<file path="src/rtl/sevenseg_scan_ctrl.sv">
// sevenseg_scan_ctrl: eight-digit common-anode seven-segment scan controller with
// per-slot blanking, 16-step brightness and once-per-frame shadow capture.
`default_nettype none

module sevenseg_scan_ctrl #(
  parameter int SCAN_DIV     = 12500,
  parameter int BLANK_CYCLES = 64
) (
  input  logic        clk,
  input  logic        rst_n,
  input  logic [31:0] display_control,
  input  logic [63:0] sevenseg_data,
  output logic [7:0]  seg_n,
  output logic [7:0]  an_n,
  output logic        frame_strobe,
  output logic [2:0]  active_digit
);

  localparam int CW = $clog2(SCAN_DIV + 1);
  localparam int STEP = (SCAN_DIV - BLANK_CYCLES) >> 4;
  localparam logic [CW-1:0] LAST_W  = CW'(SCAN_DIV - 1);
  localparam logic [CW-1:0] BLANK_W = CW'(BLANK_CYCLES);
  localparam logic [CW-1:0] STEP_W  = CW'(STEP);

  typedef enum logic [1:0] {
    IDLE  = 2'd0,
    BLANK = 2'd1,
    ON    = 2'd2,
    OFF   = 2'd3
  } state_t;

  state_t        state, state_nxt;
  logic [CW-1:0] cnt, cnt_nxt;
  logic [2:0]    digit, digit_nxt;
  logic          load;
  logic          enable;
  logic [63:0]   sh_seg, sh_seg_nxt;
  logic [3:0]    sh_bright, bright_nxt;
  logic [7:0]    sh_mask, mask_nxt;
  logic [CW-1:0] lit_end;
  logic [7:0]    an_nxt, seg_nxt;
  logic          unused_ctrl;

  assign enable      = display_control[0];
  assign unused_ctrl = ^{display_control[31:16], display_control[3:1]};

  // Outputs are registered from next-cycle values so each output cycle matches
  // the counter/state that the same cycle holds.
  always_comb begin
    cnt_nxt   = '0;
    digit_nxt = '0;
    load      = 1'b0;
    if (enable) begin
      if (state == IDLE) begin
        load = 1'b1;
      end else if (cnt == LAST_W) begin
        digit_nxt = digit + 3'd1;
        load      = (digit == 3'd7);
      end else begin
        cnt_nxt   = cnt + CW'(1);
        digit_nxt = digit;
      end
    end

    sh_seg_nxt = load ? sevenseg_data         : sh_seg;
    bright_nxt = load ? display_control[7:4]  : sh_bright;
    mask_nxt   = load ? display_control[15:8] : sh_mask;

    lit_end = BLANK_W + STEP_W * CW'({1'b0, bright_nxt} + 5'd1);

    if (!enable)                state_nxt = IDLE;
    else if (cnt_nxt < BLANK_W) state_nxt = BLANK;
    else if (cnt_nxt < lit_end) state_nxt = ON;
    else                        state_nxt = OFF;

    an_nxt  = 8'hFF;
    seg_nxt = 8'hFF;
    if (state_nxt == ON) begin
      an_nxt[digit_nxt] = ~mask_nxt[digit_nxt];
      seg_nxt           = ~sh_seg_nxt[{digit_nxt, 3'b000} +: 8];
    end
  end

  always_ff @(posedge clk or negedge rst_n) begin
    if (!rst_n) begin
      state        <= IDLE;
      cnt          <= '0;
      digit        <= '0;
      sh_seg       <= '0;
      sh_bright    <= '0;
      sh_mask      <= '0;
      an_n         <= 8'hFF;
      seg_n        <= 8'hFF;
      frame_strobe <= 1'b0;
      active_digit <= '0;
    end else begin
      state        <= state_nxt;
      cnt          <= cnt_nxt;
      digit        <= digit_nxt;
      sh_seg       <= sh_seg_nxt;
      sh_bright    <= bright_nxt;
      sh_mask      <= mask_nxt;
      an_n         <= an_nxt;
      seg_n        <= seg_nxt;
      frame_strobe <= load;
      active_digit <= digit_nxt;
    end
  end

endmodule

`default_nettype wire

</file>
<file path="config.mk">
export PLATFORM = sky130hd
export DESIGN_NAME = sevenseg_scan_ctrl
export DESIGN_NICKNAME = d
export VERILOG_FILES = /design/src/rtl/sevenseg_scan_ctrl.sv
export SDC_FILE = /design/constraint.sdc
export NUM_CORES = 1
export LEC_CHECK = 0
export CAP_MARGIN = 30
export CORE_MARGIN = 3
export CORE_UTILIZATION = 45
export DETAILED_ROUTE_END_ITERATION = 8
export GPL_TIMING_DRIVEN = 1
export PLACE_DENSITY = 0.71
export SLEW_MARGIN = 20
export SYNTH_ARGS = -nofsm -noshare
export SYNTH_HDL_FRONTEND = slang
export SYNTH_SLANG_ARGS = --single-unit
</file>
<file path="constraint.sdc">
create_clock -name clk -period 19.12 [get_ports clk]
set_input_delay 4.78 -clock clk [delete_from_list [all_inputs] [get_ports clk]]
set_output_delay 4.78 -clock clk [all_outputs]
set_load 0.02 [all_outputs]
</file>
==> impl_results.md, run 1 <==
* Clock slew at reported path FFs at 0.07 ns
* Post-layout min period at around 11 ns
* Post-synthesis sequential area ratio at a little under half
* Max Fclk at 0.0926 GHz
* Routed wire length at 14.3 mm
* Cell taking the most area after synthesis: dfrtp_1
* Worst hold stages at 2
* Die X at about 120 um
* CTS root buf: clkbuf_16
* Number of synthesized flops with an enable pin at 0
* Place WS at roughly 7.9 ns
* Hold_sp: sh_seg[43]
* Max-cap viol count at 0
* Synth top area cells: dfrtp_1, mux2_2, dfstp_2
* Pin count of the biggest net entering global routing at 82
* Global-route wire length before repair at around 24 mm
* Wirelength per Cell at 17.8 um
* Later-pin clock latency in the skew report at between 0.3 and 0.4 ns
* CP max FO at 8
* Overflow after GRT at 0
* Critical Path Start Type: input port
* Vias per Instance at between 5 and 6
* Synth Area in Compound Gates at around 9%
* Top-area cell type share of the netlist area at 40.1%
* R2R Setup Slk at ~12 ns
* Die Span Y at roughly 120 um
* Sink Count at between 100 and 150
* Synth warnings at 0
* Peak supply drop at approximately 0.048 mV
* Status: finished, final reports clean
* Share of synthesized registers carrying an async set or reset at 100%
* Initial antenna violation count at 0
* Gr usage total at about 20%
* Crit Path Class: in2reg
* Critical path startpoint: display_control[0]
* ANT cells at 0
* Antenna Violating Nets Remaining at 0
* Hold Crit Class: reg2reg
* Netlist cell types at 64
* # rows at 41
* H-tree level count at 3
* Final nets at ~760
* Core ar. at between 10000 and 15000 um^2
* LEAKAGE at about 3.2 nW
* CTS Buffer Depth at 2
* Yosys reg bits at between 100 and 150
* Design area at ~7400 um^2
* Drc violations at 0
* Hold buffer count at cts at 0
* Initial core utilization at a little under half
* Reg2reg path depth at 25
* WP data required at just under 20 ns
* Final Max Slew Viols at 0
* Post-DP Area at 7110 um^2
* RSZ-0062 raised after global routing: false
* Most frequent cells after synthesis: dfrtp_1, mux2_2, nand2_1, nor2_1, ha_1
* Slew @ Worst Pin at 0.779 ns
* Mux contribution to synthesized area at between 10% and 20%
* Main combinational cell family by area after synthesis: multiplexers
* Post-synth net total at ~660
* Placed insts at ~800
* Hold Vio Cnt, Final at 0
* Total CTS buffers at 9
* GPL Wtd Cong at between 0.8 and 0.9
* Port bufs at just under 100
* Iter 0 DRT Violations at 226
* Synth Area in Simple Gates at 14.5%
* Area of the mapped netlist at 5980 um^2
* Non-filler cells, final at 804
* Final period util at about 56%
* Share of layout cells above drive strength 1 at between 10% and 20%
* Total negative slack at 0 ns
* Vias in the first global route at approximately 4600
* Synth Area in XOR/XNOR at approximately 3.5%
* Adder-cell share of the synthesized area at between 6 and 7%
* Relative slew slack at between 40% and 50%
* First-pass DRT Iterations at 5
* Worst EP arrival at between 10 and 15 ns
* Post-DP HPWL at approximately 11 mm
* Gate Count Post-Synth at 531
* Critical R2R Launch: cnt[0]
* Final Skew at 0.00517 ns
* Most common cell in the netlist: dfrtp_1
* PwrDens at 75.8 nW/um^2
* Critical Path Sink Type: flop
* Ys flop type: dfrtp_1
* CTS tree: done
* # setup viols final at 0
* Synth-to-Final Area Change at 24.2%
* Via Count at between 4000 and 5000
* Number of fill cells at about 1100
* Post-CTS Resized at 0
* Fin worst setup slack at 8.32 ns
* Die area at approximately 15000 um^2
* Mean Syn Cell Area at 11.3 um^2
* Post-CTS Setup Inserts at 0
* # IOs at 118
## per-layer routing
metal	vias to the layer above	track usage [%]	wire [um]
li1	2111	-	-
met1	2160	26.4	6350
met2	105	34.6	7140
met3	19	3.59	553
met4	0	7.21	274
met5	-	0	0
## metrics by stage
step / util (%) / hold WS (ns) / power [mW]
after detailed placement: 55.4 / 0.457 / 0.387
after global routing: 58.0 / 0.500 / 0.597
after CTS: 57.7 / 0.476 / 0.570
after global placement: 55.4 / 0.454 / 0.380
after floorplan: - / 0.439 / 0.344
final: 58.0 / 0.472 / 0.563
## kinds of logic after synthesis
group	after synthesis
flops	112
mux	79
compound gates	75
xor+xnor	24
simple gates	164
fa+ha+maj	32
buf+inv	45
## worst paths after layout
check / end
setup / recovery: an_n[3]
hold / removal: sh_seg[43]
setup reg to reg: an_n[3]
hold reg to reg: sh_seg[43]
max in group asynchronous: cnt[0]
min in group asynchronous: sh_seg[39]
## cells in the final DEF (no fill, tap or decap), types with 3 or more instances in the layout
cell / netlist / layout
clkdlybuf4s50_1: 0 / 97
dfrtp_1: 96 / 96
mux2_2: 62 / 62
nand2_1: 55 / 55
nor2_1: 34 / 34
ha_1: 31 / 31
inv_1: 28 / 28
nand3_1: 17 / 17
dfstp_2: 16 / 16
xnor2_1: 15 / 15
mux2i_1: 12 / 12
o21ai_0: 11 / 11
nand4_1: 9 / 9
xor2_1: 9 / 9
a21oi_1: 9 / 9
clkbuf_16: 0 / 9
o22a_1: 8 / 8
o211ai_1: 8 / 8
a31oi_1: 6 / 6
a311oi_1: 5 / 5
o22ai_1: 5 / 5
mux4_2: 4 / 4
or4_1: 4 / 4
and3_1: 4 / 4
nor3_1: 4 / 4
and2_1: 4 / 4
nor4_1: 4 / 4
nand2b_1: 3 / 3
nand3b_1: 3 / 3
nand4b_1: 3 / 3
nor4_4: 3 / 3
or3_1: 3 / 3
o2111ai_1: 3 / 3
nor2b_1: 3 / 3
## flip-flops by register name, summed over array words and instances, names as in the netlist, 2 cells and up
register and flops:
sh_seg 64, cnt 14, an_n 8, seg_n 8, digit 3, sh_mask 8, sh_bright 4, state 2
## worst max-delay path: stages
cell	delay (ns)
clkdlybuf4s50_1	0.63
nand4b_1	0.12
or4_1	0.54
nand3_1	0.18
o21a_1	0.20
inv_1	0.11
ha_1	0.24
and3_1	0.19
ha_1	0.22
ha_1	0.29
ha_1	0.16
inv_1	0.05
fa_1	0.40
inv_1	0.09
a31oi_1	0.14
o311ai_1	0.46
ha_1	0.32
and4_1	0.21
a2111oi_0	0.55
o21ai_0	0.45
nor4_4	0.56
nand3_1	0.14
## report_power, final
part | internal, mW | switching, mW | leakage [nW] | total, mW
clock network | 0.0948 | 0.0858 | 0.144 | 0.181
logic | 0.0591 | 0.0576 | 1.68 | 0.117
registers | 0.260 | 0.00614 | 1.34 | 0.266
total | 0.414 | 0.150 | 3.16 | 0.563
## final cells by class
cell class	count	area [um^2]	area share, %
flip-flops and latches	112	2820	38.0
multi-input cells	374	2970	39.9
clock inverters	5	48.8	0.657
repair buffers	101	1020	13.8
well taps	172	215	2.90
clock buffers	11	243	3.27
inverters	29	109	1.46
Power figures use the tool's default switching activity.
==> run 2: changes to the inputs <==
--- a/config.mk
+++ b/config.mk
@@ -10,7 +10,7 @@
 export CORE_UTILIZATION = 45
 export DETAILED_ROUTE_END_ITERATION = 8
 export GPL_TIMING_DRIVEN = 1
-export PLACE_DENSITY = 0.71
+export PLACE_DENSITY = 0.74
 export SLEW_MARGIN = 20
 export SYNTH_ARGS = -nofsm -noshare
 export SYNTH_HDL_FRONTEND = slang
==> constraint.sdc (replaced) <==
create_clock -name clk -period 9.1 [get_ports clk]
set_input_delay 2.275 -clock clk [delete_from_list [all_inputs] [get_ports clk]]
set_output_delay 2.275 -clock clk [all_outputs]
set_load 0.02 [all_outputs]
==> impl_results.md, run 2 (synthesis gave the netlist of run 1 again) <==
* Final period util at ~90%
* Routed wire length at 14.1 mm (was 14.3 mm)
* Max Fclk at 0.122 GHz
* Number of flip-flops in the largest register at 64 (unchanged)
* Top flop regs: sh_seg (64), cnt (14) (unchanged)
* GPL Wtd Cong at 0.856 (was 0.827)
* # setup viols final at 0 (unchanged)
* Initial core utilization at 46.7% (unchanged)
* Vias per Instance at 5.50 (was 5.47)
* Die area at 14700 um^2 (unchanged)
* Biggest register: sh_seg (unchanged)
* Hold Vio Cnt, Final at 0 (unchanged)
* Post-CTS Resized at 0 (unchanged)
* Multi-input gate area at 2970 um^2 (unchanged)
* WP data required at 9.36 ns (was 19.36 ns)
* Iter 0 DRT Violations at 297 (was 226)
* Synth-to-Final Area Change at 23.9% (was 24.2%)
* Final Skew at 0.0107 ns (was 0.00517 ns)
* Core ar. at 12800 um^2 (unchanged)
* DR top layer: met4 (unchanged)
* Total CTS buffers at 9 (unchanged)
* Commonest non-fill, non-tap cell in the layout: clkdlybuf4s50_1 (unchanged)
* # rows at 41 (unchanged)
* Non-filler cells, final at 804 (unchanged)
* Overflow after GRT at 0 (unchanged)
* Number of fill cells at 1020 (was 1092)
* Critical Path Sink Type: flop (unchanged)
* Max-cap viol count at 0 (unchanged)
* Critical Path Start Type: input port (unchanged)
* Routed wl met3 at 577 um (was 553 um)
* Post-DP HPWL at 10.7 mm (about the same)
* Clock slew at reported path FFs at 0.08 ns (was 0.07 ns)
* Gr usage total at 19.9% (was 20.5%)
* Final Max Slew Viols at 0 (unchanged)
* Total negative slack at 0 ns (unchanged)
* LEAKAGE at 3.15 nW (was 3.16 nW)
* Wirelength per Cell at 17.5 um (was 17.8 um)
* Hold Crit Class: reg2reg (unchanged)
* Post-layout min period at 8.20 ns
* Post-CTS Setup Inserts at 0 (unchanged)
* First-pass DRT Iterations at 4 (was 5)
* CP max FO at 8 (unchanged)
* Via Count at 4421 (was 4395)
* Die X at 121 um (unchanged)
* RSZ-0062 raised after global routing: false (unchanged)
* Register area at 2820 um^2 (unchanged)
* PwrDens at 161 nW/um^2 (was 75.8 nW/um^2)
* Peak supply drop at 0.0759 mV (was 0.0484 mV)
* Global-route wire length before repair at 23.3 mm (was 23.5 mm)
* Routed wl met2 at 7.08 mm (was 7.14 mm)
* Hold buffer count at cts at 0 (unchanged)
* CTS root buf: clkbuf_16 (unchanged)
* Final nets at 757 (unchanged)
* Placed insts at 788 (was 787)
* Pin count of the biggest net entering global routing at 66 (was 82)
* Port bufs at 98 (unchanged)
* Sink Count at 112 (unchanged)
* ANT cells at 0 (unchanged)
* Crit Path Class: in2reg (unchanged)
* Slew @ Worst Pin at 0.780 ns (was 0.779 ns)
* Vias in the first global route at 4614 (was 4625)
* Antenna Violating Nets Remaining at 0 (unchanged)
* CTS Buffer Depth at 2 (unchanged)
* R2R Setup Slk at 1.96 ns (was 12.14 ns)
* CTS tree: done (unchanged)
* Initial antenna violation count at 0 (unchanged)
* Die Span Y at 121 um (unchanged)
* WL met1 at 6.15 mm (was 6.35 mm)
* Later-pin clock latency in the skew report at 0.35 ns (about the same)
* Worst EP arrival at 8.46 ns (was 11.04 ns)
* Relative slew slack at 48.0% (was 47.5%)
* # IOs at 118 (unchanged)
* Most frequent cells in the layout: clkdlybuf4s50_1, dfrtp_1, mux2_2, nand2_1, nor2_1 (unchanged)
* Status: finished, final reports clean (unchanged)
* H-tree level count at 3 (unchanged)
* Share of layout cells above drive strength 1 at 18.5% (was 18.4%)
* Drc violations at 0 (unchanged)
run 2: final timing paths:
path / cells after the start / to / from
worst max register to register: 25 / an_n[2] / cnt[0]
min in group asynchronous: 1 / sh_seg[48] / rst_n
max in group asynchronous: 2 / sh_seg[51] / rst_n
worst min-delay path: 2 / sh_seg[43] / sh_seg[43]
worst min register to register: 2 / sh_seg[43] / sh_seg[43]
worst max-delay path: 22 / an_n[2] / display_control[0]
run 2: final cells by class:
| class | count | area share [%] |
|---|---|---|
| Multi-Input combinational cell | 374 | 40.0 |
| Sequential cell | 112 | 38.1 |
| Tap cell | 172 | 2.90 |
| Timing Repair Buffer | 101 | 13.5 |
| Clock buffer | 9 | 3.04 |
| Clock inverter | 7 | 0.979 |
| Inverter | 29 | 1.47 |
run 2: through the flow:
stage / power (mW) / setup slack (ns) / instance area [um^2] / utilization (%) / hold WS [ns]
final: 1.19 / 0.895 / 7410 / 57.8 / 0.479
after global placement: 0.796 / 0.790 / 7120 / 55.5 / 0.452
after CTS: 1.20 / 0.938 / 7410 / 57.8 / 0.479
after global routing: 1.25 / 0.384 / 7410 / 57.8 / 0.509
after detailed placement: 0.809 / 0.585 / 7120 / 55.5 / 0.461
after floorplan: 0.724 / 2.10 / 5980 / - / 0.439
run 2: power breakdown:
part / internal (mW) / switching (mW) / total [mW]
Clock: 0.195 / 0.197 / 0.392
Sequential: 0.546 / 0.0126 / 0.559
Combinational: 0.122 / 0.118 / 0.240
run 2: worst max-delay path, cell delays in order:
cell and delay [ns]:
clkdlybuf4s50_1 0.64, nand4b_1 0.13, or4_1 0.54, nand3_1 0.16, o21a_1 0.21, inv_1 0.12, ha_1 0.24, xnor2_1 0.39
ha_1 0.32, ha_1 0.29, ha_1 0.22, and2_1 0.16, o21ai_0 0.17, o31ai_1 0.10, a21oi_1 0.12, o311ai_1 0.11
ha_1 0.30, and4_1 0.21, a2111oi_0 0.56, o21ai_0 0.44, nor4_4 0.59, nand3_1 0.16
run 2: routing by layer:
metal,vias up,global-route usage (%)
met3,20,2.56
met1,2186,25.9
met2,109,33.7
li1,2106,-
met5,-,0
met4,0,7.84
